<file path="config.mk">
export PLATFORM = sky130hd
export DESIGN_NAME = spi_agc_ctrl
export DESIGN_NICKNAME = d
export VERILOG_FILES = /design/src/rtl/spi_agc_ctrl.sv
export SDC_FILE = /design/constraint.sdc
export NUM_CORES = 1
export LEC_CHECK = 0
export BUFFER_PORTS_ARGS = -buffer_cell sky130_fd_sc_hd__buf_2
export CORE_MARGIN = 4
export CORE_UTILIZATION = 50
export CTS_CLUSTER_SIZE = 28
export DETAILED_ROUTE_END_ITERATION = 7
export PLACE_DENSITY = 0.78
export SLEW_MARGIN = 20
export SYNTH_ARGS = -nofsm -noshare
export SYNTH_HDL_FRONTEND = slang
export SYNTH_SLANG_ARGS = --single-unit
</file>
<file path="constraint.sdc">
create_clock -name main_clk -period 3.7 [get_ports main_clk]
set_input_delay 0.74 -clock main_clk [delete_from_list [all_inputs] [get_ports main_clk]]
set_output_delay 0.74 -clock main_clk [all_outputs]
set_load 0.03 [all_outputs]
</file>
<file path="src/rtl/spi_agc_ctrl.sv">
// NUM_CH-channel 3-wire SPI master with a registered parallel gain-pin mode.
// Optional read turnaround and readback are enabled by defining SPI_AGC_READBACK_EN.
module spi_agc_ctrl #(
    parameter int NUM_CH  = 2,
    parameter int ADDR_W  = 7,
    parameter int DATA_W  = 8,
    parameter int CLK_DIV = 4,
    parameter int PAR_W   = 6,
    localparam int CH_W   = (NUM_CH > 1) ? $clog2(NUM_CH) : 1
) (
    input  logic                    main_clk,
    input  logic                    reset,
    input  logic [1:0]              mode,
    input  logic                    start,
    input  logic [CH_W-1:0]         ch_sel,
    input  logic                    rw,
    input  logic [ADDR_W-1:0]       addr,
    input  logic [DATA_W-1:0]       wdata,
    output logic [DATA_W-1:0]       rdata,
    output logic                    busy,
    output logic                    done,
    output logic                    err,
    output logic [NUM_CH-1:0]       cs_n,
    output logic                    sclk,
    output logic                    sdio_o,
    output logic                    sdio_t,
    input  logic                    sdio_i,
    input  logic [NUM_CH*PAR_W-1:0] par_data,
    output logic [NUM_CH*PAR_W-1:0] par_out
);

    localparam int FRAME_LEN = 1 + ADDR_W + DATA_W;
    localparam int BIT_W     = $clog2(FRAME_LEN);
    localparam int DIV_W     = (CLK_DIV > 1) ? $clog2(CLK_DIV) : 1;

    localparam logic [DIV_W-1:0] DIV_LAST = DIV_W'(CLK_DIV - 1);
    localparam logic [BIT_W-1:0] BIT_LAST = BIT_W'(FRAME_LEN - 1);

    typedef enum logic [1:0] {
        IDLE,
        SETUP,
        SHIFT,
        HOLD
    } state_t;

    state_t                 state_q, state_d;
    logic [DIV_W-1:0]       div_q, div_d;
    logic [BIT_W-1:0]       bit_q, bit_d;
    logic                   phase_q, phase_d;
    logic [FRAME_LEN-1:0]   frame_q, frame_d;
    logic [CH_W-1:0]        ch_q, ch_d;
    logic                   rd_q, rd_d;
    logic [DATA_W-1:0]      rx_q, rx_d;
    logic                   reject;
    logic                   rw_eff;
    logic                   ch_ok;
    logic                   div_last;

    logic [NUM_CH-1:0]       cs_n_d;
    logic                    sclk_d, sdio_o_d, sdio_t_d;
    logic                    busy_d, done_d, err_d;
    logic [DATA_W-1:0]       rdata_d;
    logic [NUM_CH*PAR_W-1:0] par_out_d;

`ifdef SPI_AGC_READBACK_EN
    assign rw_eff = rw;
`else
    assign rw_eff = 1'b0 & rw;
`endif

    assign ch_ok    = int'(ch_sel) < NUM_CH;
    assign div_last = (div_q == DIV_LAST);

    // State and datapath registers
    always_ff @(posedge main_clk or posedge reset) begin
        if (reset) begin
            state_q <= IDLE;
            div_q   <= '0;
            bit_q   <= '0;
            phase_q <= 1'b0;
            frame_q <= '0;
            ch_q    <= '0;
            rd_q    <= 1'b0;
            rx_q    <= '0;
        end else begin
            state_q <= state_d;
            div_q   <= div_d;
            bit_q   <= bit_d;
            phase_q <= phase_d;
            frame_q <= frame_d;
            ch_q    <= ch_d;
            rd_q    <= rd_d;
            rx_q    <= rx_d;
        end
    end

    // Next-state logic; mode and start are only looked at in IDLE
    always_comb begin
        state_d = state_q;
        div_d   = div_q;
        bit_d   = bit_q;
        phase_d = phase_q;
        frame_d = frame_q;
        ch_d    = ch_q;
        rd_d    = rd_q;
        rx_d    = rx_q;
        reject  = 1'b0;
        unique case (state_q)
            IDLE: begin
                div_d   = '0;
                bit_d   = '0;
                phase_d = 1'b0;
                if (mode == 2'b01 && start) begin
                    if (ch_ok) begin
                        state_d = SETUP;
                        frame_d = {rw_eff, addr, wdata};
                        ch_d    = ch_sel;
                        rd_d    = rw_eff;
                        rx_d    = '0;
                    end else begin
                        reject = 1'b1;
                    end
                end
            end
            SETUP: begin
                if (div_last) begin
                    div_d   = '0;
                    state_d = SHIFT;
                end else begin
                    div_d = div_q + 1'b1;
                end
            end
            SHIFT: begin
                if (!div_last) begin
                    div_d = div_q + 1'b1;
                end else begin
                    div_d = '0;
                    if (!phase_q) begin
                        phase_d = 1'b1;
                        if (rd_q && int'(bit_q) > ADDR_W)
                            rx_d = (rx_q << 1) | DATA_W'(sdio_i);
                    end else begin
                        phase_d = 1'b0;
                        if (bit_q == BIT_LAST)
                            state_d = HOLD;
                        else
                            bit_d = bit_q + 1'b1;
                    end
                end
            end
            HOLD: begin
                if (div_last) begin
                    div_d   = '0;
                    state_d = IDLE;
                end else begin
                    div_d = div_q + 1'b1;
                end
            end
            default: state_d = IDLE;
        endcase
    end

    // Outputs decoded from next-state values so every pin leaves a flop
    always_comb begin
        cs_n_d    = '1;
        sclk_d    = 1'b0;
        sdio_o_d  = 1'b0;
        sdio_t_d  = 1'b1;
        busy_d    = 1'b0;
        done_d    = 1'b0;
        err_d     = reject;
        rdata_d   = rdata;
        par_out_d = par_out;
        if (state_d != IDLE) begin
            busy_d = 1'b1;
            for (int unsigned i = 0; i < NUM_CH; i++)
                if (ch_d == CH_W'(i))
                    cs_n_d[i] = 1'b0;
            sclk_d   = (state_d == SHIFT) && phase_d;
            sdio_o_d = frame_d[BIT_LAST - bit_d];
            sdio_t_d = rd_d && (state_d == HOLD || int'(bit_d) > ADDR_W);
        end
        if (state_q != IDLE && state_d == IDLE) begin
            done_d = 1'b1;
            if (rd_q)
                rdata_d = rx_q;
        end
        if (state_q == IDLE && mode == 2'b10)
            par_out_d = par_data;
    end

    always_ff @(posedge main_clk or posedge reset) begin
        if (reset) begin
            cs_n    <= '1;
            sclk    <= 1'b0;
            sdio_o  <= 1'b0;
            sdio_t  <= 1'b1;
            busy    <= 1'b0;
            done    <= 1'b0;
            err     <= 1'b0;
            rdata   <= '0;
            par_out <= '0;
        end else begin
            cs_n    <= cs_n_d;
            sclk    <= sclk_d;
            sdio_o  <= sdio_o_d;
            sdio_t  <= sdio_t_d;
            busy    <= busy_d;
            done    <= done_d;
            err     <= err_d;
            rdata   <= rdata_d;
            par_out <= par_out_d;
        end
    end

endmodule

</file>
==> results of run 1 <==
## report_power, final
group / switching, µW / total [µW] / internal (µW)
Clock: 248 / 505 / 257
Sequential: 2.07 / 685 / 683
Combinational: 32.2 / 51.6 / 19.4
## worst paths after layout
kind,cells past startpoint,slack (ps),end,start
setup / recovery,8,1080,sdio_o,state_q[1]
hold / removal,1,440,div_q[0],div_q[0]
setup reg to reg,8,1080,sdio_o,state_q[1]
hold reg to reg,1,440,div_q[0],div_q[0]
max in group asynchronous,3,2310,cs_n[1],reset
min in group asynchronous,2,520,rdata[5],reset
## state kept, by name, summed over array words and instances (netlist names)
| register | count |
|---|---|
| bit_q | 4 |
| busy | 1 |
| ch_q | 1 |
| cs_n | 2 |
| div_q | 2 |
| done | 1 |
| frame_q | 16 |
| par_out | 12 |
| phase_q | 1 |
| rd_q | 1 |
| rdata | 8 |
| rx_q | 8 |
| sclk | 1 |
| sdio_o | 1 |
| sdio_t | 1 |
| state_q | 2 |
## cell families (layout without fill, tap and decap cells)
kind of cell | Yosys count | in the layout | synth area share (%)
flip-flops | 62 | 62 | 58.19
AND/OR/NAND/NOR | 56 | 56 | 12.08
adder cells (fa/ha/maj) | 2 | 2 | 0.9362
other | 1 | 1 | 0.1403
multiplexers | 39 | 39 | 16.57
XOR/XNOR | 1 | 1 | 0.3278
buffers and inverters | 23 | 93 | 4.401
AO/OA/AOI/OAI | 30 | 30 | 7.350
## area by class of cell
type / instances / share of cell area (%)
repair buffers: 65 / 10.53
inverters: 12 / 1.405
flip-flops and latches: 62 / 48.50
clock buffers: 10 / 4.292
well taps: 70 / 2.731
clock inverters: 6 / 1.171
multi-input cells: 129 / 31.37
## routing by layer
metal | vias to the layer above | track usage (%)
li1 | 875 | -
met1 | 856 | 17.94
met2 | 50 | 26.35
met3 | 4 | 3.769
met4 | 0 | 7.095
met5 | - | 0
## stage by stage
stage	area [µm²]	hold slack [ps]	instances
detailed placement	3032	436.0	338
global placement	3032	428.2	338
CTS	3207	445.6	354
finish	3207	444.5	354
global route	3207	468.4	354
floorplan	2673	415.0	214
## cell usage in the layout (no fill, tap or decap), drive strengths merged, types with 3 or more instances in the layout
cell type,instances
nor3,3
dfrtp,59
nand2,17
o21ai,17
clkinvlp,3
and3,4
clkinv,3
buf,65
mux2,30
nor2,3
inv,12
clkbuf,10
nor2b,3
dfstp,3
mux2i,9
a21oi,4
nand2b,5
nand3,11
==> impl_metrics.csv, run 1 <==
group,metric,value,unit
layout,diodes,0,
global_route,grt_max_degree,36,
critical_path,cpMostUsedCell,"mux2i_1",
route,drt_iter0_markers,43,
placed_design,place.gp.congestion,0.7714,
route,wl_met3,282,µm
sta,setup_ws,1081,ps
global_route,grt_util_all_layers,15.30,%
logic_synthesis,synth_commonest_cells,"59 x dfrtp_1, 17 x nand2_1, 17 x o21ai_1",
global_route,grt_overflow,0,
floorplanning,fp.dieH,81.11,µm
layout,post-route-util,62.39,%
layout,fin_nets,316,
logic_synthesis,syn_area,2673,µm²
layout,seq_area,1555,µm²
critical_path,worstSetupStartpointType,"register",
floorplanning,io_pins,63,
layout,layout-drive-gt1-share,38.38,%
logic_synthesis,synth_seq_area_share,58.19,%
critical_path,crit_chain,"buf_4 > nor2_2 > nand4b_2 > mux2_2 > mux2i_1 > mux2_4 > mux2i_1 > o221a_1",
logic_synthesis,synth_top_area_share,55.24,%
route,vias_per_cell,5.042,
flow_run,max_cap_viol_count,0,
critical_path,cp_num_buf_inv,1,
sta,max_freq,381.9,MHz
logic_synthesis,synth_nets,251,
clock_tree,cts-buffers-inserted,9,
route,dr.pass1.iters,4,
floorplanning,dieArea,6579,µm²
layout,syn_to_final_growth,19.99,%
route,remaining_drc_errors,0,
sta,slew_violations,0,
logic_synthesis,synth_area_leaders,"dfrtp_1 55%, mux2_1 5.5%, mux2_2 5.5%",
clock_tree,ctsResizeCount,0,
sta,setup_viol_count_final,0,
sta,finClkSkew,7.870,ps
logic_synthesis,yosys_most_used_dff,"dfrtp_1",
clock_tree,root_buffer,"clkbuf_8",
clock_tree,cts_setup_buffers,0,
critical_path,crit_fanout,20,
logic_synthesis,synth-seq-cells,62,
clock_tree,cts.htree.levels,3,
route,wl_met2,2291,µm
clock_tree,cts.sinks,62,
logic_synthesis,synth.distinct_cells,42,
clock_tree,postCtsHoldBufs,0,
critical_path,worstSetupPathType,"reg -> reg",
logic_synthesis,avgSynthCellArea,12.49,µm²
critical_path,cp_data_arrival_time,2830,ps
floorplanning,coreArea,5140,µm²
sta,period_share,70.77,%
floorplanning,die_width,81.11,µm
logic_synthesis,yosys.cell_count.top_type,"dfrtp_1",
sta,fin_crit,2619,ps
critical_path,cp.required,3910,ps
logic_synthesis,yosysTopAreaCell,"dfrtp_1",
sta,tns,0,ps
global_route,grt_pass1_vias,1776,
sta,tightest_slew,690.4,ps
logic_synthesis,synth-edff-count,0,
floorplanning,start_util,52.00,%
global_route,antenna_found_initial,0,
placed_design,dp_hpwl,3404,µm
sta,hold_violations,0,
route,drt_wl_total,4693,µm
placed_design,portBuffers,60,
clock_tree,clk_pin_slew,70,ps
critical_path,cp_top_family,"multiplexers",
pwr,ir_drop,200.6,µV
route,highest_layer,"met4",
logic_synthesis,ys_warn_count,0,
run_status,status,"finished clean",
clock_tree,clk_latency,320,ps
route,vias,1785,
layout,multi_input_area,1006,µm²
placed_design,post-place-ws,929.3,ps
critical_path,crit_path_end_kind,"register",
global_route,grt_pass1_wl,7652,µm
route,ant_nets,0,
critical_path,critPathMaxStageDelay,590,ps
sta,maxSlewHeadroom,53.90,%
layout,fillers,442,
logic_synthesis,netlist_instances,214,
route,route.layer.met1.wl,2081,µm
sta,rsz0062_at_grt,"no",
pwr,p_leak,0.001612,µW
clock_tree,cts_tree,"yes",
floorplanning,rows,26,
critical_path,slowest_stage,"nand4b_2",
route,wl_per_cell,13.26,µm
logic_synthesis,async_flop_share,100.0,%
clock_tree,clock_path_buffers,2,
min_path,min_path_type,"reg -> reg",
pwr,power.density,387.2,nW/µm²
pwr,p_total,1242,µW
(Power assumes the default switching activity.)
==> run 2, diff against run 1 <==
CORE_UTILIZATION = 48   (was 50)
clock period = 2.3 ns   (was 3.7 ns; I/O delays follow)
==> run 2 against run 1 <==
Net effect:
- register-to-register slack lost 870 ps
- sequential share of layout area shrank 2.0 points
- clock skew grew 1.0 ps
- first-iteration DRC count grew 30%
- critical path depth is the same
- largest power group is now the clock network
- sequential cell count is the same
- via count grew 0.62%
- worst hold slack lost 260 ps
- global-route usage shrank 0.11 points
==> impl_metrics.csv, run 2 (synthesis results as in run 1) <==
group,metric,value,unit
pwr,p_leak,0.001691,µW
clock_tree,cts.htree.levels,3,
run_status,status,"finished clean",
layout,fin_nets,323,
floorplanning,dieArea,6825,µm²
global_route,grt_max_degree,63,
route,remaining_drc_errors,0,
pwr,power.share.clock,48.5,%
layout,post-route-util,63.88,%
critical_path,cp.required,2570,ps
floorplanning,die_width,82.62,µm
layout,top_register,"frame_q",
pwr,switchingPower,460.1,µW
global_route,grt_pass1_vias,1745,
layout,final_common_cell,"buf_2",
placed_design,place.gp.congestion,0.7954,
clock_tree,cts.sinks,62,
global_route,antenna_found_initial,0,
clock_tree,clk_latency,330,ps
pwr,power.density,689.2,nW/µm²
clock_tree,ctsResizeCount,0,
clock_tree,cts-buffers-inserted,9,
floorplanning,fp.dieH,82.62,µm
placed_design,dp_hpwl,3324,µm
layout,layout-drive-gt1-share,39.86,%
critical_path,crit_path_end_kind,"register",
critical_path,worstReg2RegStart,"state_q[0]",
sta,max_freq,479.1,MHz
sta,hold_slack,187.7,ps
layout,layout_common_cells,"60 x buf_2, 59 x dfrtp_1, 17 x nand2_1, 17 x o21ai_1",
clock_tree,root_buffer,"clkbuf_8",
sta,tns,0,ps
sta,period_share,90.76,%
pwr,power_frac_comb,3.7,%
global_route,grt_pass1_wl,7693,µm
pwr,power.internal,1846,µW
sta,slew_violations,0,
layout,syn_to_final_growth,25.19,%
critical_path,worstSetupStartpointType,"register",
route,vias,1796,
route,dr.pass1.iters,4,
sta,finClkSkew,8.878,ps
route,wl_per_cell,12.87,µm
sta,hold_violations,0,
floorplanning,io_pins,63,
sta,fin_crit,2087,ps
layout,diodes,0,
clock_tree,cts_setup_buffers,0,
pwr,ir_drop,410.7,µV
critical_path,worstSetupPathType,"reg -> reg",
route,drt_wl_total,4645,µm
clock_tree,clock_path_buffers,2,
clock_tree,postCtsHoldBufs,0,
critical_path,cp_data_arrival_time,2350,ps
placed_design,portBuffers,60,
critical_path,reg2reg_depth,8,
clock_tree,cts_tree,"yes",
critical_path,crit_fanout,10,
route,drt_iter0_markers,56,
pwr,seqPwrFrac,47.8,%
flow_run,max_cap_viol_count,0,
layout,reg_top3,"frame_q x16, par_out x12",
pwr,p_total,2306,µW
sta,setup_viol_count_final,0,
clock_tree,clk_pin_slew,70,ps
layout,largest_reg_flops,16,
min_path,min_path_type,"in -> async",
route,vias_per_cell,4.975,
critical_path,rrSetupSlack,210,ps
floorplanning,start_util,51.03,%
floorplanning,rows,26,
global_route,grt_overflow,0,
floorplanning,coreArea,5238,µm²
critical_path,reg2reg_to,"sdio_o",
global_route,grt_util_all_layers,15.19,%
pwr,sw_frac_of_total,19.95,%
sta,rsz0062_at_grt,"no",
route,ant_nets,0,
-- run 2: changes by cell type in the layout (fill, tap and decap cells not counted), sizes merged --
| cell | delta |
|---|---|
| bufinv | +3 |
| clkbuf | -1 |
| clkinvlp | -2 |
| buf | +7 |
-- run 2: stage by stage --
stage	instances	instance area (µm²)	worst slack (ps)
after global placement	344	3102	169.5
after floorplan	214	2673	210.5
after CTS	360	3338	116.5
after global routing	361	3346	30.86
after detailed placement	344	3102	132.8
final	361	3346	212.6
-- run 2: per-layer routing --
metal | wire (µm) | GRT usage [%]
met1 | 2070 | 18.07
met2 | 2168 | 25.24
met3 | 338 | 4.338
met4 | 69 | 7.353
met5 | 0 | 0
-- run 2: cell type report --
type / instances / area [µm²]
Sequential cell: 62 / 1555
Timing Repair Buffer: 72 / 415.4
Fill cell: 405 / 1892
Inverter: 12 / 45.04
Multi-Input combinational cell: 129 / 1006
Clock buffer: 9 / 123.9
Clock inverter: 7 / 112.6
Tap cell: 70 / 87.58
-- run 2: worst max path at each step --
| stage | cells past startpoint | slack (ps) | startpoint | end |
|---|---|---|---|---|
| final | 8 | 210 | state_q[0] | sdio_o |
| after global placement | 9 | 170 | bit_q[0] | sdio_o |
| after CTS | 9 | 120 | bit_q[0] | sdio_o |
| after floorplan | 10 | 210 | div_q[0] | sdio_o |
| after detailed placement | 9 | 130 | bit_q[0] | sdio_o |
| after global routing | 8 | 30 | bit_q[0] | sdio_o |
-- run 2: power groups by stage --
stage               registers [µW]  logic (µW)  clock network [µW]
global route                  1100        96.1                1200
finish                        1100        85.6                1120
floorplan                     1140        25.6                   0
detailed placement            1120        88.7                   0
global placement              1120        87.4                   0
CTS                           1100        88.7                1150
-- run 2: critical path: stages, from the launching register on --
cell and delay [ps]:
dfrtp_1 450, buf_4 200, nand2b_1 160, nor4b_1 370
a311oi_2 80, buf_4 150, mux2_4 290, mux2i_1 130
o221a_1 190
